<file path="src/rtl/cache_mem_arbiter.sv">
// Shares one cacheline memory port between the I-cache and D-cache, one line at a time,
// with alternating priority on simultaneous misses and a sticky response watchdog.
module cache_mem_arbiter #(
    parameter int unsigned ADDR_W   = 32,
    parameter int unsigned LINE_W   = 256,
    parameter int unsigned OFFSET_W = 5,
    parameter int unsigned TIMEOUT  = 1024
) (
    input  logic              clk,
    input  logic              rst,

    input  logic              i_read,
    input  logic [ADDR_W-1:0] i_address,
    output logic [LINE_W-1:0] i_rdata,
    output logic              i_resp,

    input  logic              d_read,
    input  logic              d_write,
    input  logic [ADDR_W-1:0] d_address,
    input  logic [LINE_W-1:0] d_wdata,
    output logic [LINE_W-1:0] d_rdata,
    output logic              d_resp,

    output logic              pmem_read,
    output logic              pmem_write,
    output logic [ADDR_W-1:0] pmem_address,
    output logic [LINE_W-1:0] pmem_wdata,
    input  logic [LINE_W-1:0] pmem_rdata,
    input  logic              pmem_resp,

    output logic              busy,
    output logic              err
);

    localparam int unsigned WdW = (TIMEOUT > 1) ? $clog2(TIMEOUT) : 1;
    localparam logic [WdW-1:0] WdLast = WdW'(TIMEOUT - 1);
    localparam logic [ADDR_W-1:0] AddrMask = {{(ADDR_W - OFFSET_W){1'b1}}, {OFFSET_W{1'b0}}};

    typedef enum logic [1:0] {
        StIdle,
        StIRd,
        StDRd,
        StDWr
    } state_e;

    state_e            state_q;
    logic              last_d_q;
    logic [WdW-1:0]    wd_cnt_q;
    logic              err_q;
    logic [ADDR_W-1:0] addr_q;
    logic [LINE_W-1:0] wdata_q;
    logic              pmem_read_q;
    logic              pmem_write_q;

    logic i_req;
    logic d_req;
    logic grant_i;
    logic grant_d;

    // On a tie the side that was not served last wins.
    always_comb begin
        i_req   = i_read;
        d_req   = d_read | d_write;
        grant_i = i_req & (~d_req | last_d_q);
        grant_d = d_req & (~i_req | ~last_d_q);
    end

    always_ff @(posedge clk) begin
        if (!rst) begin
            state_q      <= StIdle;
            last_d_q     <= 1'b1;
            wd_cnt_q     <= '0;
            err_q        <= 1'b0;
            addr_q       <= '0;
            wdata_q      <= '0;
            pmem_read_q  <= 1'b0;
            pmem_write_q <= 1'b0;
        end else begin
            unique case (state_q)
                StIdle: begin
                    if (grant_i) begin
                        state_q     <= StIRd;
                        pmem_read_q <= 1'b1;
                        addr_q      <= i_address & AddrMask;
                        last_d_q    <= 1'b0;
                        wd_cnt_q    <= '0;
                    end else if (grant_d) begin
                        addr_q   <= d_address & AddrMask;
                        last_d_q <= 1'b1;
                        wd_cnt_q <= '0;
                        if (d_write) begin
                            state_q      <= StDWr;
                            pmem_write_q <= 1'b1;
                            wdata_q      <= d_wdata;
                        end else begin
                            state_q     <= StDRd;
                            pmem_read_q <= 1'b1;
                        end
                    end
                end
                StIRd, StDRd, StDWr: begin
                    if (pmem_resp) begin
                        state_q      <= StIdle;
                        pmem_read_q  <= 1'b0;
                        pmem_write_q <= 1'b0;
                    end else if (wd_cnt_q != '1) begin
                        wd_cnt_q <= wd_cnt_q + WdW'(1);
                    end
                    if ((TIMEOUT != 0) && (wd_cnt_q == WdLast)) begin
                        err_q <= 1'b1;
                    end
                end
                default: state_q <= StIdle;
            endcase
        end
    end

    // Responses are gated by reset so an aborted transaction never completes.
    always_comb begin
        i_resp       = rst & pmem_resp & (state_q == StIRd);
        d_resp       = rst & pmem_resp & ((state_q == StDRd) | (state_q == StDWr));
        i_rdata      = pmem_rdata;
        d_rdata      = pmem_rdata;
        pmem_read    = pmem_read_q;
        pmem_write   = pmem_write_q;
        pmem_address = addr_q;
        pmem_wdata   = wdata_q;
        busy         = (state_q != StIdle);
        err          = err_q;
    end

endmodule

</file>
<file path="config.mk">
export PLATFORM = sky130hd
export DESIGN_NAME = cache_mem_arbiter
export DESIGN_NICKNAME = d
export VERILOG_FILES = /design/src/rtl/cache_mem_arbiter.sv
export SDC_FILE = /design/constraint.sdc
export NUM_CORES = 1
export LEC_CHECK = 0
export ABC_CLOCK_PERIOD_IN_PS = 4000
export CORE_AREA = 2 2 544 546
export CTS_CLUSTER_DIAMETER = 60
export DETAILED_ROUTE_END_ITERATION = 6
export DIE_AREA = 0 0 546 548
export GPL_ROUTABILITY_DRIVEN = 0
export PLACE_DENSITY_LB_ADDON = 0.08
export REMOVE_ABC_BUFFERS = 1
export SLEW_MARGIN = 20
export SYNTH_ARGS = -nofsm -noshare
export SYNTH_HDL_FRONTEND = slang
export SYNTH_SLANG_ARGS = --single-unit
</file>
<file path="constraint.sdc">
create_clock -name clk -period 4 [get_ports clk]
set_input_delay 0.6 -clock clk [delete_from_list [all_inputs] [get_ports clk]]
set_output_delay 0.6 -clock clk [all_outputs]
set_load 0.01 [all_outputs]
</file>
==> metrics.log <==
INFO  metric grt_antenna_before_repair = 55
INFO  metric die_h = 548 um
INFO  metric final_antenna_net_count = 0
INFO  metric area_growth_syn_to_layout = 67.64%
INFO  metric cts-root-buf = sky130_fd_sc_hd__clkbuf_16
INFO  metric globalRouteMet2Util = 28.85%
INFO  metric tritoncts_clock_tree = built
INFO  metric drt_wl_total = 293000 um
INFO  metric seq_power_share = 27.1%
INFO  metric dpl_cell_area = 21530 um2
INFO  metric flop_and_latch_count_out_of_synthesis = 299
INFO  metric post_route_cells_drive_above_1_share = 8.436%
INFO  metric cap_viol_max_count = 0
INFO  metric detail_route.drc_violations = 0
INFO  metric drt-vias-per-instance = 2.588
INFO  metric cts_resized = 0
INFO  metric global_route_overflow = 0
INFO  metric die-area = 299200 um2
INFO  metric worstHoldPathType = reg -> reg
INFO  metric most_heavily_used_metal_layer_in_global_routing = met2
INFO  metric internal_power = 8.709 mW
INFO  metric critPathLaunchType = input port
INFO  metric final_net_count = 2554
INFO  metric crit_arrival = 2.16 ns
INFO  metric grt_start_max_net_pins = 65
INFO  metric switching_part_of_the_total = 29.80%
INFO  metric stdcell_area = 24370 um2
INFO  metric io_pins = 1388
INFO  metric fin_cells = 5970
INFO  metric worst_path_max_delay_cell = sky130_fd_sc_hd__clkdlybuf4s50_1
INFO  metric grt_usage = 18.97%
INFO  metric synth_warnings = 0
INFO  metric grt_pass1_wl = 329900 um
INFO  metric inst_count_dp = 5808
INFO  metric layout_commonest_cell = sky130_fd_sc_hd__clkdlybuf4s50_1
INFO  metric final-setup-viol-count = 0
INFO  metric grt_pass1_vias = 14284
INFO  metric synth_cell_types = 41
INFO  metric synth.avg_cell_area = 7.771 um2
INFO  metric post-cts-setup-buffers = 0
INFO  metric holdWs = 0.4500 ns
INFO  metric path_buf_inv = 2
INFO  metric clkLatencyLatePin = 0.68 ns
INFO  metric placeableCoreArea = 293100 um2
INFO  metric timing.critical_path.to_type = primary output
INFO  metric initialDrtViolationCount = 1377
INFO  metric ys_seq_area_share = 41.17%
INFO  metric total_number_of_clock_tree_sinks = 299
INFO  metric critical_path.reg2reg.startpoint = last_d_q
INFO  metric finalCritPeriodShare = 68.98%
INFO  metric irDropWorstVdd = 313.0 uV
INFO  metric clock_power_share = 56.9%
INFO  metric post-route-min-period = 2.759 ns
INFO  metric final_core_util = 8.317%
INFO  metric holdCritStartpoint = pmem_wdata[126]
INFO  metric pwr_per_cell_area = 509.0 nW/um2
INFO  metric ctsLongestPathBuffers = 3
INFO  metric initial_standard_cell_utilization_of_the_core = 4.961%
INFO  metric die_width = 546 um
INFO  metric detailed_route_via_count = 15450
INFO  metric rsz0062_at_grt = no
INFO  metric critical_path_required = 3.40 ns
INFO  metric std_cell_rows = 199
INFO  metric cts-buffers-inserted = 80
INFO  metric met3_routing_resource_usage_after_global_routing = 25.23%
INFO  metric detailedPlacementHpwl = 253900 um
INFO  metric max-slew-margin-rel = 54.33%
INFO  metric worst-slew-pin-transition = 0.6850 ns
INFO  metric critical_path_peak_fanout = 5
INFO  metric firstDrtPassIters = 5
INFO  metric use_met1 = 12.64%
INFO  metric worst_r2r_path_depth = 6
INFO  metric postSynthCellCount = 1871
INFO  metric timing.clock.skew = 0.04606 ns
INFO  metric post_cts_hold_fix_bufs = 0
INFO  metric layout_common_cells = 604 x sky130_fd_sc_hd__clkdlybuf4s50_1, 574 x sky130_fd_sc_hd__nand2_1, 299 x sky130_fd_sc_hd__dfxtp_1, 265 x sky130_fd_sc_hd__a21oi_1, 83 x sky130_fd_sc_hd__clkbuf_16
INFO  metric netSwitchingPower = 3.697 mW
INFO  metric tns = 0 ns
INFO  metric port_buffers = 604
INFO  metric synthesis.area = 14540 um2
INFO  metric critPathKind = in -> out
INFO  metric htree_num_levels = 3
INFO  metric timing.fmax = 362.4 MHz
INFO  metric critical-path-top-delay-family = buffers and inverters
INFO  metric hold_ep = pmem_wdata[126]
INFO  metric power.static_leakage = 7.409 nW
INFO  metric rrSetupSlack = 1.59 ns
INFO  metric timing_max_transition_violations_final = 0
INFO  metric cp_slowest_stage_delay = 0.69 ns
INFO  metric clock_transition_at_path_regs = 0.05 ns
INFO  metric power_frac_comb = 16.0%
INFO  metric worst_hold_path.num_cells = 2
INFO  metric status = complete, no violations
INFO  metric rr_endpoint = pmem_wdata[159]
INFO  metric timing_hold_violations_final = 0
INFO  metric crit_path_frequent_cell = sky130_fd_sc_hd__clkdlybuf4s50_1
INFO  metric wl_per_cell = 49.08 um
INFO  metric cell_by_cell_trace_of_the_critical_path = clkdlybuf4s50_1, and4b_1, clkdlybuf4s50_1
[flip-flops by register name, summed over array words and instances (netlist names)]
register / flops
pmem_write: 1
pmem_address: 27
last_d_q: 1
wd_cnt_q: 10
err: 1
pmem_wdata: 256
state_q: 2
pmem_read: 1
[layout make-up]
| type | instances | area, um2 |
|---|---|---|
| inverter | 5 | 26.28 |
| timing repair buffer | 631 | 6411 |
| sequential | 299 | 5986 |
| fill | 34284 | 268700 |
| antenna | 12 | 30.03 |
| tap | 3919 | 4903 |
| multi-input combinational | 954 | 4205 |
| clock inverter | 44 | 548.0 |
| clock buffer | 106 | 2263 |
[power by group through the flow]
stage / logic [mW] / clock network [mW] / registers (mW)
2_1_floorplan: 0.544 / 0 / 3.50
3_3_place_gp: 2.13 / 0 / 3.42
3_5_place_dp: 2.11 / 0 / 3.42
4_1_cts: 2.12 / 7.41 / 3.37
5_1_grt: 2.19 / 7.49 / 3.39
6_report: 1.98 / 7.06 / 3.36
[cells by family after synthesis]
family	synth area share, %
AO/OA/AOI/OAI	12.38
XOR/XNOR	0.06025
adder cells (fa/ha/maj)	0.08604
buffers and inverters	30.13
flip-flops	41.17
other	0.02579
AND/OR/NAND/NOR	16.14
[per-stage QoR]
step / total power [mW] / setup slack [ns]
after floorplan: 4.046 / -1.572
after CTS: 12.90 / 1.157
after global routing: 13.06 / 1.127
after global placement: 5.549 / 0.6542
final: 12.41 / 1.241
after detailed placement: 5.523 / 0.6697
[routing by layer]
metal  routed length (um)  part of all wire (%)  vias to the layer above
li1                     -                     -                     5721
met1                72370                    25                     7026
met2               125700                    43                     2339
met3                79700                    27                      272
met4                 8864                   3.0                       92
met5                 6352                   2.2                        -
[worst max path at each step]
stage	startpoint	end	slack, ns	cells after the start
finish	rst	i_resp	1.24	3
global route	rst	i_resp	1.13	3
CTS	rst	i_resp	1.16	3
detailed placement	i_read	pmem_wdata[216]	0.67	7
global placement	i_read	pmem_wdata[213]	0.65	7
floorplan	i_read	pmem_wdata[0]	-1.57	4
[worst register-to-register path, delay by kind of cell (launching register included)]
family | cells | cell delay (ns)
buffers and inverters | 2 | 0.77
flip-flops | 1 | 0.37
AO/OA/AOI/OAI | 2 | 0.47
AND/OR/NAND/NOR | 2 | 0.73
[synth_stat cells (all sizes together)]
library cell  instances  area, um2
nand3                 2      10.01
clkbuf               58      217.7
a31oi                29      181.4
a311oi                1      8.760
o211ai                1      7.510
a21oi               265       1326
o211a                 1      10.01
and3                  3      18.77
conb                  1      3.750
or3                   3      18.77
ha                    1      12.51
nor2                  8      30.03
inv                   5      18.77
and4                  3      28.78
nand2               575       2158
buf                 559       4144
o21ba                 1      10.01
a211oi                2      20.02
nand4                 2      12.51
dfxtp               299       5986
a21o                  1      7.510
and4b                 1      10.01
nor4                  1      6.260
o21a                  1      7.510
xnor2                 1      8.760
nand2b                2      12.51
o21ai                33      168.9
nor3                  2      10.01
a41oi                 2      17.52
a311o                 2      20.02
o21bai                1      7.510
and2                  3      21.27
a22oi                 1      7.510
or4b                  1      10.01
Power figures use the tool's default switching activity.
